File: config.mk
export PLATFORM = sky130hd
export DESIGN_NAME = dcm_clkgen_prog_flat
export DESIGN_NICKNAME = d
export VERILOG_FILES = /design/src/rtl/dcm_clkgen_prog_if.sv /design/src/rtl/dcm_clkgen_prog.sv /design/src/flat_wrapper.sv
export SDC_FILE = /design/constraint.sdc
export NUM_CORES = 1
export LEC_CHECK = 0
export CORE_ASPECT_RATIO = 1.75
export CORE_MARGIN = 5
export CORE_UTILIZATION = 40
export CTS_CLUSTER_DIAMETER = 200
export DETAILED_ROUTE_END_ITERATION = 10
export PLACE_DENSITY = 0.71
export SKIP_CTS_REPAIR_TIMING = 1
export SLEW_MARGIN = 15
export SYNTH_ARGS = -nofsm -noshare
export SYNTH_HDL_FRONTEND = slang
export SYNTH_SLANG_ARGS = --single-unit
File: constraint.sdc
create_clock -name clkin -period 2.1 [get_ports clkin]
set_clock_uncertainty 0.05 [all_clocks]
set_input_delay 0.525 -clock clkin [delete_from_list [all_inputs] [get_ports clkin]]
set_output_delay 0.525 -clock clkin [all_outputs]
set_load 0.1 [all_outputs]
File: src/rtl/dcm_clkgen_prog_if.sv
// Firmware request/status signals and the DCM_CLKGEN PROGEN/PROGDATA/PROGDONE
// port, bundled for dcm_clkgen_prog.
interface dcm_clkgen_prog_if;
  logic       start;
  logic [7:0] m_minus1;
  logic [7:0] d_minus1;
  logic       busy;
  logic       done;
  logic       err;
  logic       progen;
  logic       progdata;
  logic       progdone;

  // master is the firmware plus DCM side, slave is the controller
  modport master (
    output start, m_minus1, d_minus1, progdone,
    input  busy, done, err, progen, progdata
  );
  modport slave (
    input  start, m_minus1, d_minus1, progdone,
    output busy, done, err, progen, progdata
  );
endinterface

File: src/rtl/dcm_clkgen_prog.sv
// Runtime M/D reprogramming of a Spartan-6 DCM_CLKGEN over its serial PROG port.
// PROGCLK is expected to be tied to clkin.
//
// state  | meaning
// IDLE   | waiting for start; captures M-1/D-1 and rejects M-1 == 0
// LOAD_D | progen high, shifting command 1,0 then D-1 LSB first (10 cycles)
// GAP_D  | progen low for 2 cycles
// LOAD_M | progen high, shifting command 1,1 then M-1 LSB first (10 cycles)
// GAP_M  | progen low for 2 cycles
// GO     | single progen pulse with progdata low; arms the timeout
// WAIT   | waiting for a fresh progdone rising edge or timeout
// FINISH | one-cycle done pulse with err reporting the outcome
module dcm_clkgen_prog #(
  parameter int TIMEOUT_CYCLES = 65535
) (
  input logic              clkin,
  input logic              rst,
  dcm_clkgen_prog_if.slave bus
);
  localparam int            TW    = $clog2(TIMEOUT_CYCLES + 1);
  localparam logic [TW-1:0] TLOAD = TW'(TIMEOUT_CYCLES - 1);

  typedef enum logic [2:0] {
    IDLE, LOAD_D, GAP_D, LOAD_M, GAP_M, GO, WAIT, FINISH
  } state_t;

  state_t        state;
  logic [7:0]    m_q;
  logic [7:0]    d_q;
  logic [3:0]    bitcnt;
  logic [TW-1:0] tcnt;
  logic          pd_q;
  logic          progen_q;
  logic          progdata_q;
  logic          busy_q;
  logic          done_q;
  logic          err_q;
  logic [9:0]    frame_d;
  logic [9:0]    frame_m;

  // Bit 0 is shifted out first; bit 0 of each frame is emitted on state entry.
  assign frame_d = {d_q, 2'b01};
  assign frame_m = {m_q, 2'b11};

  always_ff @(posedge clkin) begin
    if (rst) begin
      state      <= IDLE;
      m_q        <= '0;
      d_q        <= '0;
      bitcnt     <= '0;
      tcnt       <= '0;
      pd_q       <= 1'b0;
      progen_q   <= 1'b0;
      progdata_q <= 1'b0;
      busy_q     <= 1'b0;
      done_q     <= 1'b0;
      err_q      <= 1'b0;
    end else begin
      pd_q <= bus.progdone;
      case (state)
        IDLE: begin
          if (bus.start) begin
            m_q <= bus.m_minus1;
            d_q <= bus.d_minus1;
            if (bus.m_minus1 == 8'd0) begin
              state  <= FINISH;
              done_q <= 1'b1;
              err_q  <= 1'b1;
            end else begin
              state      <= LOAD_D;
              busy_q     <= 1'b1;
              err_q      <= 1'b0;
              progen_q   <= 1'b1;
              progdata_q <= 1'b1;
              bitcnt     <= 4'd1;
            end
          end
        end
        LOAD_D: begin
          if (bitcnt == 4'd10) begin
            state      <= GAP_D;
            progen_q   <= 1'b0;
            progdata_q <= 1'b0;
            bitcnt     <= 4'd0;
          end else begin
            progdata_q <= frame_d[bitcnt];
            bitcnt     <= bitcnt + 4'd1;
          end
        end
        GAP_D: begin
          if (bitcnt == 4'd1) begin
            state      <= LOAD_M;
            progen_q   <= 1'b1;
            progdata_q <= 1'b1;
            bitcnt     <= 4'd1;
          end else begin
            bitcnt <= bitcnt + 4'd1;
          end
        end
        LOAD_M: begin
          if (bitcnt == 4'd10) begin
            state      <= GAP_M;
            progen_q   <= 1'b0;
            progdata_q <= 1'b0;
            bitcnt     <= 4'd0;
          end else begin
            progdata_q <= frame_m[bitcnt];
            bitcnt     <= bitcnt + 4'd1;
          end
        end
        GAP_M: begin
          if (bitcnt == 4'd1) begin
            state      <= GO;
            progen_q   <= 1'b1;
            progdata_q <= 1'b0;
            bitcnt     <= 4'd0;
          end else begin
            bitcnt <= bitcnt + 4'd1;
          end
        end
        GO: begin
          state    <= WAIT;
          progen_q <= 1'b0;
          tcnt     <= TLOAD;
        end
        WAIT: begin
          // A level already high on entry has pd_q set and cannot count.
          if (bus.progdone && !pd_q) begin
            state  <= FINISH;
            busy_q <= 1'b0;
            done_q <= 1'b1;
            err_q  <= 1'b0;
          end else if (tcnt == '0) begin
            state  <= FINISH;
            busy_q <= 1'b0;
            done_q <= 1'b1;
            err_q  <= 1'b1;
          end else begin
            tcnt <= tcnt - 1'b1;
          end
        end
        FINISH: begin
          state  <= IDLE;
          done_q <= 1'b0;
        end
        default: begin
          state      <= IDLE;
          progen_q   <= 1'b0;
          progdata_q <= 1'b0;
          busy_q     <= 1'b0;
          done_q     <= 1'b0;
        end
      endcase
    end
  end

  assign bus.progen   = progen_q;
  assign bus.progdata = progdata_q;
  assign bus.busy     = busy_q;
  assign bus.done     = done_q;
  assign bus.err      = err_q;
endmodule
File: src/flat_wrapper.sv
// flat-port wrapper written by rule: the top's interface ports become plain ports
module dcm_clkgen_prog_flat 
#(
  parameter int TIMEOUT_CYCLES = 65535
)
  (clkin, rst, bus_start, bus_m_minus1, bus_d_minus1, bus_progdone, bus_busy, bus_done, bus_err, bus_progen, bus_progdata);
  dcm_clkgen_prog_if bus_i ();
  input logic clkin;
  input logic rst;
  input wire logic [$bits(bus_i.start)-1:0] bus_start;
  input wire logic [$bits(bus_i.m_minus1)-1:0] bus_m_minus1;
  input wire logic [$bits(bus_i.d_minus1)-1:0] bus_d_minus1;
  input wire logic [$bits(bus_i.progdone)-1:0] bus_progdone;
  output wire logic [$bits(bus_i.busy)-1:0] bus_busy;
  output wire logic [$bits(bus_i.done)-1:0] bus_done;
  output wire logic [$bits(bus_i.err)-1:0] bus_err;
  output wire logic [$bits(bus_i.progen)-1:0] bus_progen;
  output wire logic [$bits(bus_i.progdata)-1:0] bus_progdata;
  assign bus_i.start = bus_start;
  assign bus_i.m_minus1 = bus_m_minus1;
  assign bus_i.d_minus1 = bus_d_minus1;
  assign bus_i.progdone = bus_progdone;
  assign bus_busy = bus_i.busy;
  assign bus_done = bus_i.done;
  assign bus_err = bus_i.err;
  assign bus_progen = bus_i.progen;
  assign bus_progdata = bus_i.progdata;
  dcm_clkgen_prog #(.TIMEOUT_CYCLES(TIMEOUT_CYCLES)) u_core (.clkin(clkin), .rst(rst), .bus(bus_i));
endmodule
==> flow_metrics.tcl, run 1 <==
set metrics [dict create \
    powerDensity_nw_per_um2 1040 \
    netlist_area_um2 2530 \
    async_flop_share 0 \
    max_freq_mhz 477 \
    synth_top_area_cell "dfxtp_1" \
    synth_warnings 0 \
    cp.required_ns 2.28 \
    num_vias 2470 \
    tightest_slew_ns 0.416 \
    pre_cts_ws_ns -0.510 \
    final_nets 386 \
    fill_cells 604 \
    cts_root_buf "clkbuf_8" \
    start_util 0.409 \
    slew_viol_final 0 \
    synth_edf_count 0 \
    drtAntennaViolNets 0 \
    cp-start-kind "primary input" \
    numCtsBuffers 5 \
    clk_path_buf_depth 2 \
    p_leak_nw 1.27 \
    switching_power_w 0.00134 \
    area_delta_synth_final_pct 29.8 \
    synth_area_leaders "dfxtp_1, a21oi_1, nand2_1" \
    die-area_um2 8070 \
    grt_overflow_total 0 \
    finalCritPeriodShare 0.997 \
    antenna_cells 0 \
    grt_pass1_vias 2455 \
    dr.pass1.iters 4 \
    clkPwrFrac 0.197 \
    maxCapViolations 0 \
    io_buffers 24 \
    arrival_ns 2.27 \
    worstSetupEndpointType "flip-flop" \
    p_seq_frac 0.319 \
    crit_type "in2reg" \
    path_clk_slew_ns 0.09 \
    outcome "finished clean" \
    timing.final.ws_setup_ns 0.00540 \
    min_period_ns 2.09 \
    min_path_type "reg2reg" \
    fp.dieH_um 115 \
    core-area_um2 6180 \
    rsz0062_at_grt "true" \
    antenna_found_initial 0 \
    drt_iter0_markers 130 \
    synth_nets 333 \
    setup_tns_ns 0 \
    final_util 0.531 \
    synth_flop_cell "dfxtp_1" \
    wl_per_cell_um 14.5 \
    finalNonFillerCells 439 \
    gp_congestion 0.875 \
    fp-row-count 38 \
    power.internal_w 0.00208 \
    comb_power_share 0.484 \
    drt-total-wl_mm 6.36 \
    clk_latency_ns 0.31 \
    cts_tree "built" \
    yosysUniqueCellTypes 61 \
    grt_max_degree 46 \
    ys_seq_elements 45 \
    dp_hpwl_mm 4.73 \
    placed_cells 425 \
    regToRegSetupSlack_ns 0.07 \
    syn_inst 305 \
    clock-sinks 45 \
    cts_htree_levels 2 \
    vdd_drop_max_uv 669 \
    track_usage 0.168 \
    slew_headroom 0.720 \
    synth_area_per_cell_um2 8.29 \
    hold_viol 0 \
    power_w 0.00342 \
    setup_violations 0 \
    synth-seq-area-share 0.356 \
    via_per_inst 5.63 \
    drc 0 \
    grt_pass1_wl_mm 11.0 \
    die_w_um 70.1 \
    synth_top_area_share 0.356 \
    num_io_pins 25 \
    switching_share 0.392 \
    cp_max_fo 5 \
    final_layout_size_suffix_gt1_frac 0.214 \
]
power by group through the flow:
stage	registers (W)	clock network, W	logic, W
CTS	0.00109	0.000696	0.00153
global route	0.00111	0.000728	0.00183
detailed placement	0.00111	0	0.00152
finish	0.00109	0.000675	0.00166
global placement	0.00111	0	0.00150
floorplan	0.00123	0	0.000893
final timing paths:
kind / from / end / depth (start not counted)
setup / recovery: bus_m_minus1[2] / u_core.bitcnt[0] / 6
hold / removal: u_core.m_q[6] / u_core.m_q[6] / 2
setup reg to reg: u_core.bitcnt[0] / u_core.bitcnt[3] / 6
hold reg to reg: u_core.m_q[6] / u_core.m_q[6] / 2
registers in the layout, summed over array words and instances (netlist names):
signal               cells
u_core.bus.progen        1
u_core.bus.err           1
u_core.state             3
u_core.bus.progdata      1
u_core.bus.done          1
u_core.m_q               8
u_core.bus.busy          1
u_core.bitcnt            4
u_core.d_q               8
u_core.tcnt             16
u_core.pd_q              1
per-layer routing:
| metal | wire length (um) | global-route usage | vias up | share of wire |
|---|---|---|---|---|
| li1 | - | - | 1221 | - |
| met1 | 2370 | 0.171 | 1186 | 0.37 |
| met2 | 3610 | 0.325 | 46 | 0.57 |
| met3 | 187 | 0.0324 | 17 | 0.029 |
| met4 | 189 | 0.0767 | 0 | 0.030 |
| met5 | 0 | 0 | - | 0 |
per-stage QoR:
step                      area (um^2)  hold WS [ns]
after global routing             3280         0.431
after global placement           3060         0.395
after CTS                        3170         0.409
after detailed placement         3060         0.396
final                            3280         0.406
after floorplan                  2530         0.383
layout by cell type (no fill, tap or decap), types with 5 or more instances in the layout:
master           synthesis  layout
mux2i_1                  6       5
o21ai_0                  9       9
nand4_1                  5       5
nand3_1                  8       8
clkdlybuf4s50_1          0      15
nor2_1                  19      18
clkbuf_8                 0       5
a21oi_1                 41      41
ha_1                     8       6
buf_4                    4      37
inv_1                    8       8
xor2_1                   9       9
nand2_1                 47      47
nor3_1                  10      10
a311oi_1                 7       7
dfxtp_1                 45      42
buf_12                   0       5
kinds of logic after synthesis:
| logic type | synth area share |
|---|---|
| adders and majority gates | 0.0396 |
| xor gates and xnor gates | 0.0347 |
| AOI/OAI and AO/OA | 0.217 |
| muxes | 0.0327 |
| and+or+nand+nor | 0.266 |
| buffers and inverters | 0.0530 |
| DFF | 0.356 |
synth_stat cells, types with 2 or more instances:
cell      instances
a211oi_1          2
a21oi_1          41
a311oi_1          7
a41o_1            2
and2_1            4
and3b_1           2
buf_4             4
buf_6             3
clkbuf_1          7
dfxtp_1          45
ha_1              8
inv_1             8
mux2i_1           6
nand2_1          47
nand2b_1          4
nand3_1           8
nand4_1           5
nor2_1           19
nor2b_1           4
nor3_1           10
nor4_1            2
nor4b_1           2
o2111a_1          2
o21ai_0           9
o21ai_1           4
o22ai_1           2
or2_2             2
or3_1             2
or4_1             3
or4b_1            2
xor2_1            9
critical path, cell delays in order:
cell,delay [ns]
clkdlybuf4s50_1,0.42
or4_4,0.49
or2_4,0.31
a31o_4,0.26
o2111a_1,0.12
a211oi_2,0.15
area by class of cell:
type / count / area, um^2 / area share
timing repair buffer: 62 / 589 / 0.180
tap: 80 / 100 / 0.0305
clock inverter: 3 / 43.8 / 0.0133
sequential: 45 / 905 / 0.276
clock buffer: 5 / 68.8 / 0.0210
inverter: 8 / 30.0 / 0.00915
multi-input combinational: 236 / 1540 / 0.471
Note: power is estimated with default switching activity, not from simulation.
==> inputs of run 2 (changes only) <==
- CORE_UTILIZATION: 40 -> 51
- PLACE_DENSITY: 0.71 -> 0.84
==> run 2 against run 1 <==
Compared with the run above: combinational power shrank 2%; largest cell class unchanged; register-to-register slack about the same; cell area down 4.2%; utilization is 11 points higher; cell count fell by 8.2%; critical path depth is 1 higher; sequential share of layout area grew 1.2 points; total power is 4.6% lower; setup slack better by 0.054 ns; clock-buffer cell count stayed put; first-iteration DRC count is 2.3% lower.
==> flow_metrics.tcl, run 2 (synthesis results as in run 1) <==
set metrics [dict create \
    vdd_drop_max_uv 810 \
    wl_per_cell_um 16.6 \
    antenna_found_initial 0 \
    drt_iter0_markers 127 \
    final_nets 376 \
    fp-row-count 34 \
    cts_tree "built" \
    final_util 0.642 \
    clk_path_buf_depth 2 \
    whs_path_depth 2 \
    placed_area_um2 2950 \
    clock-sinks 45 \
    final_area_um2 3140 \
    layout_commonest_cell "nand2_1" \
    hold_end "u_core.m_q[2]" \
    grt_pass1_vias 2396 \
    dr.pass1.iters 4 \
    cts_htree_levels 2 \
    setup_violations 0 \
    via_per_inst 6.05 \
    slew_viol_final 0 \
    drc 0 \
    regToRegSetupSlack_ns 0.06 \
    io_buffers 24 \
    power_w 0.00327 \
    clk_latency_ns 0.30 \
    rr_startpoint "u_core.state[0]" \
    core-area_um2 4890 \
    min_from "u_core.m_q[2]" \
    tightest_slew_ns 0.506 \
    min_period_ns 2.04 \
    finalCritPeriodShare 0.971 \
    track_usage 0.200 \
    drt-total-wl_mm 6.68 \
    setup_tns_ns 0 \
    die_w_um 63.2 \
    p_leak_nw 1.23 \
    mostFrequentLayoutCells "nand2_1, dfxtp_1, a21oi_1" \
    numCtsBuffers 5 \
    area_delta_synth_final_pct 24.4 \
    fill_cells 407 \
    worstSetupEndpointType "flip-flop" \
    num_vias 2437 \
    outcome "finished clean" \
    regMostFlops "u_core.tcnt" \
    min_path_type "reg2reg" \
    grt_pass1_wl_mm 10.6 \
    cp_max_fo 8 \
    path_clk_slew_ns 0.10 \
    die-area_um2 6520 \
    grt_max_degree 19 \
    largest_registers "u_core.tcnt (16), u_core.d_q (8), u_core.m_q (8)" \
    max_freq_mhz 490 \
    slew_headroom 0.662 \
    timing.rr.end "u_core.bus.progen" \
    largest_reg_flops 16 \
    maxCapViolations 0 \
    arrival_ns 2.24 \
    antenna_cells 0 \
    cp.required_ns 2.30 \
    final_layout_size_suffix_gt1_frac 0.195 \
    crit_start "u_core.state[0]" \
    start_util 0.517 \
    grt_overflow_total 0 \
    powerDensity_nw_per_um2 1040 \
    fp.dieH_um 103 \
    dp_hpwl_mm 4.86 \
    drtAntennaViolNets 0 \
    r2r_cells 7 \
    cts_root_buf "clkbuf_8" \
    hold-worst-slack_ns 0.412 \
    gp_congestion 0.877 \
    crit_type "reg2reg" \
    cp-start-kind "flip-flop" \
    num_io_pins 25 \
    hold_viol 0 \
]
[run 2: stage by stage]
step	setup slack, ns	cells
after floorplan	0.0198	305
after global placement	-0.466	394
after detailed placement	-0.524	394
after CTS	-0.206	402
after global routing	-0.0189	403
final	0.0599	403
[run 2: worst max path at each step]
stage / to / slack [ns] / cells past startpoint
2_1_floorplan: u_core.bitcnt[0] / 0.02 / 6
3_3_place_gp: u_core.bitcnt[0] / -0.47 / 6
3_5_place_dp: u_core.bitcnt[0] / -0.52 / 6
4_1_cts: u_core.bitcnt[0] / -0.21 / 6
5_1_grt: u_core.bitcnt[3] / -0.02 / 6
6_report: u_core.bus.progen / 0.06 / 7
[run 2: cell type report]
class / count / area, um^2 / area share
sequential: 45 / 905 / 0.288
multi-input combinational: 236 / 1570 / 0.500
inverter: 8 / 30.0 / 0.00955
tap: 54 / 67.6 / 0.0215
timing repair buffer: 52 / 478 / 0.152
clock inverter: 3 / 21.3 / 0.00677
clock buffer: 5 / 68.8 / 0.0219
[run 2: layer usage]
| layer | vias up | global-route usage | share of wire |
|---|---|---|---|
| met5 | - | 0 | 0 |
| met4 | 0 | 0.107 | 0.032 |
| met3 | 18 | 0.0338 | 0.038 |
| met2 | 65 | 0.394 | 0.57 |
| met1 | 1158 | 0.194 | 0.36 |
| li1 | 1196 | - | - |
[run 2: power breakdown]
group	leakage [nW]	switching, W	internal (W)
logic	0.823	0.000939	0.000681
clock network	0.0445	0.000324	0.000237
registers	0.367	0.000104	0.000984
[run 2: critical path: stages (launching register included)]
cell and delay (ns):
dfxtp_2 0.36, inv_1 0.10, ha_2 0.25, mux2i_2 0.24, o32a_4 0.27, nand2_1 0.07
or4b_1 0.50, a21oi_1 0.14
